[src/rtl/pipe_ctrl_pkg.sv]
// Shared types and constants for the pipeline control unit.
// Holds the FSM state encoding, stage indices and parameter legality checks.
package pipe_ctrl_pkg;

  typedef enum logic [1:0] {
    RUN    = 2'd0,
    DRAIN  = 2'd1,
    HALTED = 2'd2
  } state_e;

  localparam int unsigned STG_IF  = 0;
  localparam int unsigned STG_ID  = 1;
  localparam int unsigned STG_EX  = 2;
  localparam int unsigned STG_MEM = 3;
  localparam int unsigned STG_WB  = 4;

  localparam int unsigned NUM_STAGES_DEF = STG_WB + 1;
  localparam int unsigned LU_STALL_MAX   = 4;
  localparam int unsigned STALL_CNT_W    = 2;

  // Resolve stage must lie at or after EX and be a real stage; stall depth 1..4.
  function automatic bit params_legal(input int unsigned num_stages,
                                      input int unsigned resolve_stage,
                                      input int unsigned lu_stall,
                                      input int unsigned addr_w,
                                      input int unsigned cnt_w);
    return (num_stages > STG_EX) &&
           (resolve_stage >= STG_EX) && (resolve_stage <= num_stages - 1) &&
           (lu_stall >= 1) && (lu_stall <= LU_STALL_MAX) &&
           (addr_w >= 1) && (cnt_w >= 1);
  endfunction

endpackage

[src/rtl/sat_counter.sv]
// Saturating up-counter used for the stall and flush performance counters.
// Holds at all-ones once reached; cleared only by reset.
module sat_counter #(
  parameter int unsigned WIDTH = 16
) (
  input  logic             clk,
  input  logic             rst,
  input  logic             inc,
  output logic [WIDTH-1:0] count
);

  always_ff @(posedge clk or posedge rst) begin
    if (rst) begin
      count <= '0;
    end else if (inc && (count != '1)) begin
      count <= count + WIDTH'(1);
    end
  end

endmodule

[src/rtl/pipe_ctrl.sv]
// Central pipeline control: per-stage advance/flush, load-use interlock,
// branch redirect flushing and an enable-based halt-drain state machine.
module pipe_ctrl
  import pipe_ctrl_pkg::*;
#(
  parameter int unsigned NUM_STAGES         = NUM_STAGES_DEF,
  parameter int unsigned BCH_RESOLVE_STAGE  = 3,
  parameter int unsigned LOAD_USE_STALL_CYC = 1,
  parameter int unsigned REG_ADDR_WIDTH     = 5,
  parameter int unsigned CNT_WIDTH          = 16
) (
  input  logic                      clk,
  input  logic                      rst,
  input  logic                      id_valid,
  input  logic [REG_ADDR_WIDTH-1:0] id_rs1,
  input  logic [REG_ADDR_WIDTH-1:0] id_rs2,
  input  logic                      id_rs1_use,
  input  logic                      id_rs2_use,
  input  logic                      id_halt,
  input  logic [REG_ADDR_WIDTH-1:0] ex_rd,
  input  logic                      ex_rd_wen,
  input  logic                      ex_is_load,
  input  logic                      redirect_en,
  output logic                      pc_en,
  output logic [NUM_STAGES-1:0]     stage_en,
  output logic [NUM_STAGES-1:0]     stage_flush,
  output logic                      halt,
  output logic [CNT_WIDTH-1:0]      stall_cycles,
  output logic [CNT_WIDTH-1:0]      flush_count
);

  localparam int unsigned DRAIN_W = $clog2(NUM_STAGES);
  localparam logic [STALL_CNT_W-1:0] STALL_LOAD = STALL_CNT_W'(LOAD_USE_STALL_CYC - 1);
  localparam logic [DRAIN_W-1:0]     DRAIN_LOAD = DRAIN_W'(NUM_STAGES - 2);

  if (!params_legal(NUM_STAGES, BCH_RESOLVE_STAGE, LOAD_USE_STALL_CYC,
                    REG_ADDR_WIDTH, CNT_WIDTH)) begin : g_param_err
    $error("pipe_ctrl: illegal parameter combination");
  end

  state_e                   state, state_nxt;
  logic [STALL_CNT_W-1:0]   stall_cnt, stall_cnt_nxt;
  logic [DRAIN_W-1:0]       drain_cnt, drain_cnt_nxt;
  logic [NUM_STAGES-1:0]    redirect_mask;
  logic                     load_use;
  logic                     stall_inc;
  logic                     flush_inc;

  // Stages 1..BCH_RESOLVE_STAGE hold younger, wrong-path instructions on a redirect.
  for (genvar i = 0; i < NUM_STAGES; i++) begin : g_mask
    assign redirect_mask[i] = (i >= 1) && (i <= BCH_RESOLVE_STAGE);
  end

  assign load_use = id_valid && ex_is_load && ex_rd_wen && (ex_rd != '0) &&
                    ((id_rs1_use && (id_rs1 == ex_rd)) ||
                     (id_rs2_use && (id_rs2 == ex_rd)));

  assign halt = (state == HALTED);

  always_ff @(posedge clk or posedge rst) begin
    if (rst) begin
      state     <= RUN;
      stall_cnt <= '0;
      drain_cnt <= '0;
    end else begin
      state     <= state_nxt;
      stall_cnt <= stall_cnt_nxt;
      drain_cnt <= drain_cnt_nxt;
    end
  end

  always_comb begin
    state_nxt     = state;
    stall_cnt_nxt = stall_cnt;
    drain_cnt_nxt = drain_cnt;
    pc_en         = 1'b1;
    stage_en      = '1;
    stage_flush   = '0;
    stall_inc     = 1'b0;
    flush_inc     = 1'b0;

    case (state)
      RUN: begin
        if (redirect_en) begin
          stage_flush   = redirect_mask;
          stall_cnt_nxt = '0;
          flush_inc     = 1'b1;
        end else if ((stall_cnt != '0) || load_use) begin
          // A hazard seen while bubbles remain does not restart the count.
          pc_en               = 1'b0;
          stage_en[STG_IF]    = 1'b0;
          stage_en[STG_ID]    = 1'b0;
          stage_flush[STG_EX] = 1'b1;
          stall_inc           = 1'b1;
          stall_cnt_nxt       = (stall_cnt != '0) ? stall_cnt - STALL_CNT_W'(1)
                                                  : STALL_LOAD;
        end else if (id_valid && id_halt) begin
          pc_en            = 1'b0;
          stage_en[STG_IF] = 1'b0;
          state_nxt        = DRAIN;
          drain_cnt_nxt    = DRAIN_LOAD;
        end
      end

      DRAIN: begin
        if (redirect_en) begin
          // Halt sat on a wrong path behind an older taken branch.
          stage_flush   = redirect_mask;
          stall_cnt_nxt = '0;
          flush_inc     = 1'b1;
          state_nxt     = RUN;
        end else begin
          pc_en               = 1'b0;
          stage_en[STG_IF]    = 1'b0;
          stage_en[STG_ID]    = 1'b0;
          stage_flush[STG_EX] = 1'b1;
          drain_cnt_nxt       = drain_cnt - DRAIN_W'(1);
          if (drain_cnt <= DRAIN_W'(1)) begin
            state_nxt = HALTED;
          end
        end
      end

      HALTED: begin
        pc_en    = 1'b0;
        stage_en = '0;
      end

      default: begin
        state_nxt = RUN;
      end
    endcase
  end

  sat_counter #(.WIDTH(CNT_WIDTH)) u_stall_ctr (
    .clk   (clk),
    .rst   (rst),
    .inc   (stall_inc),
    .count (stall_cycles)
  );

  sat_counter #(.WIDTH(CNT_WIDTH)) u_flush_ctr (
    .clk   (clk),
    .rst   (rst),
    .inc   (flush_inc),
    .count (flush_count)
  );

endmodule

[config.mk]
export PLATFORM = sky130hd
export DESIGN_NAME = pipe_ctrl
export DESIGN_NICKNAME = d
export VERILOG_FILES = /design/src/rtl/pipe_ctrl_pkg.sv /design/src/rtl/sat_counter.sv /design/src/rtl/pipe_ctrl.sv
export SDC_FILE = /design/constraint.sdc
export NUM_CORES = 1
export LEC_CHECK = 0
export CAP_MARGIN = 30
export CORE_MARGIN = 2
export CORE_UTILIZATION = 53
export DETAILED_ROUTE_END_ITERATION = 8
export DONT_BUFFER_PORTS = 1
export PLACE_DENSITY = 0.65
export SLEW_MARGIN = 20
export SYNTH_ARGS = -nofsm -noshare
export SYNTH_HDL_FRONTEND = slang
export SYNTH_SLANG_ARGS = --single-unit
export TNS_END_PERCENT = 30
[constraint.sdc]
create_clock -name clk -period 5.01 [get_ports clk]
set_input_delay 1.002 -clock clk [delete_from_list [all_inputs] [get_ports clk]]
set_output_delay 1.002 -clock clk [all_outputs]
set_load 0.02 [all_outputs]
After elaboration in Yosys (flattened, before gate mapping). Cells that the tools add are included.

Flip-flop bits (word level): 39. Bits in latches: 0. Memory bits (writable): 0. Bits in read-only memories: 0. Input bits: 24. Output and inout bits: 44. Logic and storage cells: 77. Memories: 0.

$add $sub $neg: 4. Multiply operators: 0. Divide/modulo/power cells: 0. Magnitude comparators: 1. Equal/unequal tests: 13. Shift operators: 0. Muxes and demuxes: 34. Bitwise gates (word level): 1. Reduce and logical (&&, ||, !) cells: 19.

Operator list (count): adder 16 x 1 -> 16 bit (second input constant) (2); inequality test 16 bit (second input constant) (2); 2-to-1 mux 2 bit (12); 2-to-1 mux 3 bit (5); one-hot mux 2 bit (3 select lines) (2); 2-to-1 mux 1 bit (11); == test 5 bit (2); inequality test 2 bit (second input constant) (5); AND reduction 5 bit (2); logical AND 1 bit (9); one-hot mux 4 bit (2 select lines) (1); inequality test 3 bit (second input constant) (2); one-hot mux 3 bit (2 select lines) (1); nonzero test 5 bit (1); one-hot mux 2 bit (2 select lines) (1); nonzero test 2 bit (2); less-or-equal comparator 3 x 1 -> 1 bit (second input constant) (1); one-hot mux 1 bit (3 select lines) (1); AND reduction 3 bit (1); subtractor 3 x 1 -> 3 bit (second input constant) (1); == test 2 x 1 -> 1 bit (second input constant) (1); == test 2 bit (second input constant) (1); logical NOT 2 bit (1); logical OR 1 bit (2); other kinds (3) (3).

Depth between registers and ports, before layout.
Depth after elaboration: 9. Mapped depth: 7. Mapped depth without buffers: 7.

By module. Synthesis repeated with hierarchy kept, for this count alone.

Cells, all modules: 224. Area, all modules: 2249.7 um2.

By module, submodules not included: sat_counter (instances 2, cells an instance 71, area each 805.8 um2, sequential area each 400.4 um2); pipe_ctrl (instances 1, cells an instance 82, area each 638.1 um2, sequential area each 175.2 um2).

Least setup slack after synthesis. No wires, ideal clock.

Kind: in2out. Start point: input port ex_rd[1]. End point: output port stage_en[0]. Data arrival time: 2.844 ns. Data required time: 4.008 ns. Setup slack: 1.164 ns. Cell stages on the path: 6. Path buffers: 2. Path through: or4_4 -> o2111ai_2 -> o21ai_4 -> buf_8 -> o41ai_2 -> buf_4.

Longest elaborated chain between the ends: 8. Elaborated cells between the ends (all ways): 12. Classes of those cells: eq/ne (2); mux (3); reduce/logical (7).

Ends and longest elaborated chain: from (decl) (RTL line pipe_ctrl.sv:20) `input logic [REG_ADDR_WIDTH-1:0] ex_rd,`; == test 5 bit (on tied branches) (RTL line pipe_ctrl.sv:55, pipe_ctrl.sv:56); logical AND 1 bit (on tied branches) (RTL line pipe_ctrl.sv:55, pipe_ctrl.sv:56); logical OR 1 bit (RTL line pipe_ctrl.sv:55) `((id_rs1_use && (id_rs1 == ex_rd)) ||`; logical AND 1 bit (*) (RTL line pipe_ctrl.sv:54) `assign load_use = id_valid && ex_is_load && ex_rd_wen && (ex_rd != '0) &&`; logical OR 1 bit (*) (RTL line pipe_ctrl.sv:88) `end else if ((stall_cnt != '0) || load_use) begin`; 2-to-1 mux 1 bit (*) (RTL line pipe_ctrl.sv:88); 2-to-1 mux 2 bit (*) (RTL line pipe_ctrl.sv:84) `if (redirect_en) begin`; one-hot mux 2 bit (3 select lines) (*) (RTL line pipe_ctrl.sv:82) `case (state)`; to (decl) (RTL line pipe_ctrl.sv:25) `output logic [NUM_STAGES-1:0] stage_en,`.

Mark *: on every way between the ends. The rest lies on a longest branch, timed or not.

Final worst setup path.
Start point: input port ex_rd[1]. End point: output port stage_en[1].

Same word-level chain as after synthesis.

==> results_dict.tcl <==
set metrics [dict create \
    status "finished, final reports clean" \
    routedWlPerCell_um 17.39 \
    r2r_slack_ns 2.58 \
    clock_latency_ns 0.29 \
    busiest_layer "met2" \
    slew_headroom_pct 50.32 \
    drt_first_pass_iters 4 \
    fmax_mhz 275.0 \
    syn_area_um2 2215 \
    ys_async_sr_fraction_pct 100.0 \
    synth_top_cells_by_count "dfrtp_1 (39), xnor2_1 (27), and3_1 (12), nand4_1 (12), xor2_1 (12)" \
    start_util_pct 55.36 \
    worst_clock_skew_ns 0.001723 \
    ys_ff_latch 39 \
    finalWorstSetupSlack_ns 1.373 \
    hp-start "stall_cnt[1]$_DFFE_PP0P_" \
    seq_power_share_pct 53.2 \
    die_x_um 68.64 \
    end_kind "primary output" \
    place_inst 241 \
    root_buffer "clkbuf_8" \
    rr_endpoint "u_flush_ctr.count[13]$_DFFE_PP0P_" \
    numCtsBuffers 5 \
    netlist.area_leader.share_pct 44.07 \
    rsz0062_at_grt "false" \
    min-delay-path-class "flip-flop to flip-flop" \
    synth.area.top_cells "dfrtp_1 (44%), xnor2_1 (11%), xor2_1 (4.7%)" \
    final.period_utilization_pct 72.59 \
    portBuffers 0 \
    core_um2 4000 \
    cp_data_arrival_time_ns 2.63 \
    ir_drop_uv 256.1 \
    met3_usage_pct 7.305 \
    cts_tree "done" \
    crit_type "input pin to primary output" \
    drc 0 \
    drt_iter0_drc 67 \
    hold_ws_ns 0.5181 \
    syn_avg_cell_area_um2 11.18 \
    path_max_fanout 19 \
    die-height_um 68.64 \
    yosysSeqAreaShare_pct 44.07 \
    place.gp.congestion 0.7602 \
    p_leak_nw 1.026 \
    vias_per_cell 6.020 \
    setup_violations 0 \
    grtUsageMet2_pct 33.65 \
    final_cells 249 \
    post_cts_buffers 0 \
    clockBufferDepth 2 \
    num_io_pins 68 \
    synth.most_common_cell "dfrtp_1" \
    r2r-start "state[1]$_DFFE_PP0P_" \
    power.density_nw_per_um2 374.5 \
    dpl_worst_slack_ns 1.363 \
    synthCells 198 \
    r2r_cells 6 \
    grt_usage_pct 20.40 \
    cts_hold_buf 0 \
    hold_viol 0 \
    htreeDepth 2 \
    clock-sinks 39 \
    ant_nets 0 \
    power_frac_clock_pct 24.1 \
    die_area_um2 4711 \
    num_rows 23 \
    diodes 0 \
    total_power_mw 0.8565 \
    clkTransAtPathRegs_ns 0.07 \
    finalCriticalPeriod_ns 3.637 \
    fin_tns_setup_ns 0 \
    hold_end "stall_cnt[1]$_DFFE_PP0P_" \
    dp_hpwl_mm 3.193 \
    register_area_um2 975.9 \
    grt_max_degree 40 \
    multi_input_area_um2 1130 \
    tightest_slew_ns 0.7389 \
    swShare_pct 38.60 \
    fill_cells 356 \
    synthDistinctLibCells 45 \
    area_delta_synth_final_pct 3.277 \
    slew_viol_final 0 \
    grt_remaining_overflow 0 \
    nets 226 \
    vias 1499 \
    min_path_cells 1 \
    internal-power_mw 0.5259 \
    power_switching_mw 0.3307 \
    gr-usage-met1_pct 23.65 \
    antenna_found_initial 0 \
    start_kind "input pin" \
    post_cts_resized 0 \
    power_frac_comb_pct 22.8 \
    synth_top_flop_cell "dfrtp_1" \
    crit_required_ns 4.01 \
    synth_top_area_cell "dfrtp_1" \
    grt_pass1_wl_mm 7.072 \
    cap_violations 0 \
    grt_pass1_vias 1520 \
    synth-edff-count 0 \
    drive_gt1_share_pct 14.57 \
    drt-total-wl_mm 4.331 \
    yosys_warnings 0 \
]
[worst max-delay path by stage]
stage | start | end | slack, ns | cells past startpoint
floorplan | ex_rd[1] | stage_en[0] | 1.16 | 6
global placement | ex_rd[1] | stage_en[1] | 1.40 | 4
detailed placement | ex_rd[3] | stage_flush[2] | 1.36 | 6
CTS | ex_rd[3] | stage_flush[2] | 1.35 | 6
global route | ex_rd[3] | stage_flush[2] | 1.25 | 6
finish | ex_rd[1] | stage_en[1] | 1.37 | 4
[metrics by stage]
stage	area, um^2	util (%)
floorplan	2218	-
global placement	2206	55.15
detailed placement	2206	55.15
CTS	2287	57.18
global route	2287	57.18
finish	2287	57.18
[power groups by stage]
stage	Clock [mW]	Combinational [mW]	Sequential (mW)
after floorplan	0	0.200	0.436
after global placement	0	0.186	0.456
after detailed placement	0	0.197	0.462
after CTS	0.212	0.197	0.456
after global routing	0.228	0.220	0.464
final	0.206	0.195	0.455
[layer usage]
| metal | up-vias | routed length [um] |
|---|---|---|
| li1 | 689 | - |
| met1 | 753 | 1775 |
| met2 | 47 | 2165 |
| met3 | 10 | 296 |
| met4 | 0 | 94 |
| met5 | - | 0 |
[registers in the layout, summed over array words and instances (netlist names)]
| register | cells |
|---|---|
| drain_cnt | 3 |
| stall_cnt | 2 |
| state | 2 |
| u_flush_ctr.count | 16 |
| u_stall_ctr.count | 16 |
[placed cells by master, fill, tap and decap left out, types with 2 or more instances in the layout]
cell type and instances:
nor3_1 2, a32oi_1 2, nor2_1 11, and3_1 12, nand3_2 7, buf_4 2
nand3_1 7, xnor2_1 27, conb_1 2, o21ai_0 2, and4_1 2, xor2_1 12
and2_1 3, clkbuf_8 5, inv_1 6, nor4b_1 2, nand4_1 12, nand2_1 10
dfrtp_1 39, clkbuf_1 2, ha_1 4, a21oi_1 3, o41ai_2 2
[worst max-delay path: stages]
cell,delay [ns]
or4_4,0.51
o2111ai_2,0.23
o21ai_4,0.22
o31ai_1,0.67
[area by class of cell]
| type | count | share of cell area, % |
|---|---|---|
| inverters | 6 | 0.9847 |
| clock inverters | 1 | 0.2188 |
| clock buffers | 7 | 3.337 |
| well taps | 50 | 2.735 |
| multi-input cells | 144 | 49.40 |
| repair buffers | 2 | 0.6565 |
| flip-flops and latches | 39 | 42.67 |
[cells by family (layout without fill, tap and decap cells)]
| group | after synthesis | after routing | share of synthesized area, % |
|---|---|---|---|
| DFF | 39 | 39 | 44.07 |
| other | 1 | 2 | 0.1693 |
| adders and majority gates | 4 | 4 | 2.260 |
| and+or+nand+nor | 79 | 79 | 22.77 |
| AOI/OAI and AO/OA | 18 | 18 | 8.814 |
| buffers and inverters | 16 | 16 | 5.084 |
| xor gates and xnor gates | 40 | 40 | 16.16 |
| muxes | 1 | 1 | 0.6778 |
Note: power is estimated with default switching activity, not from simulation.
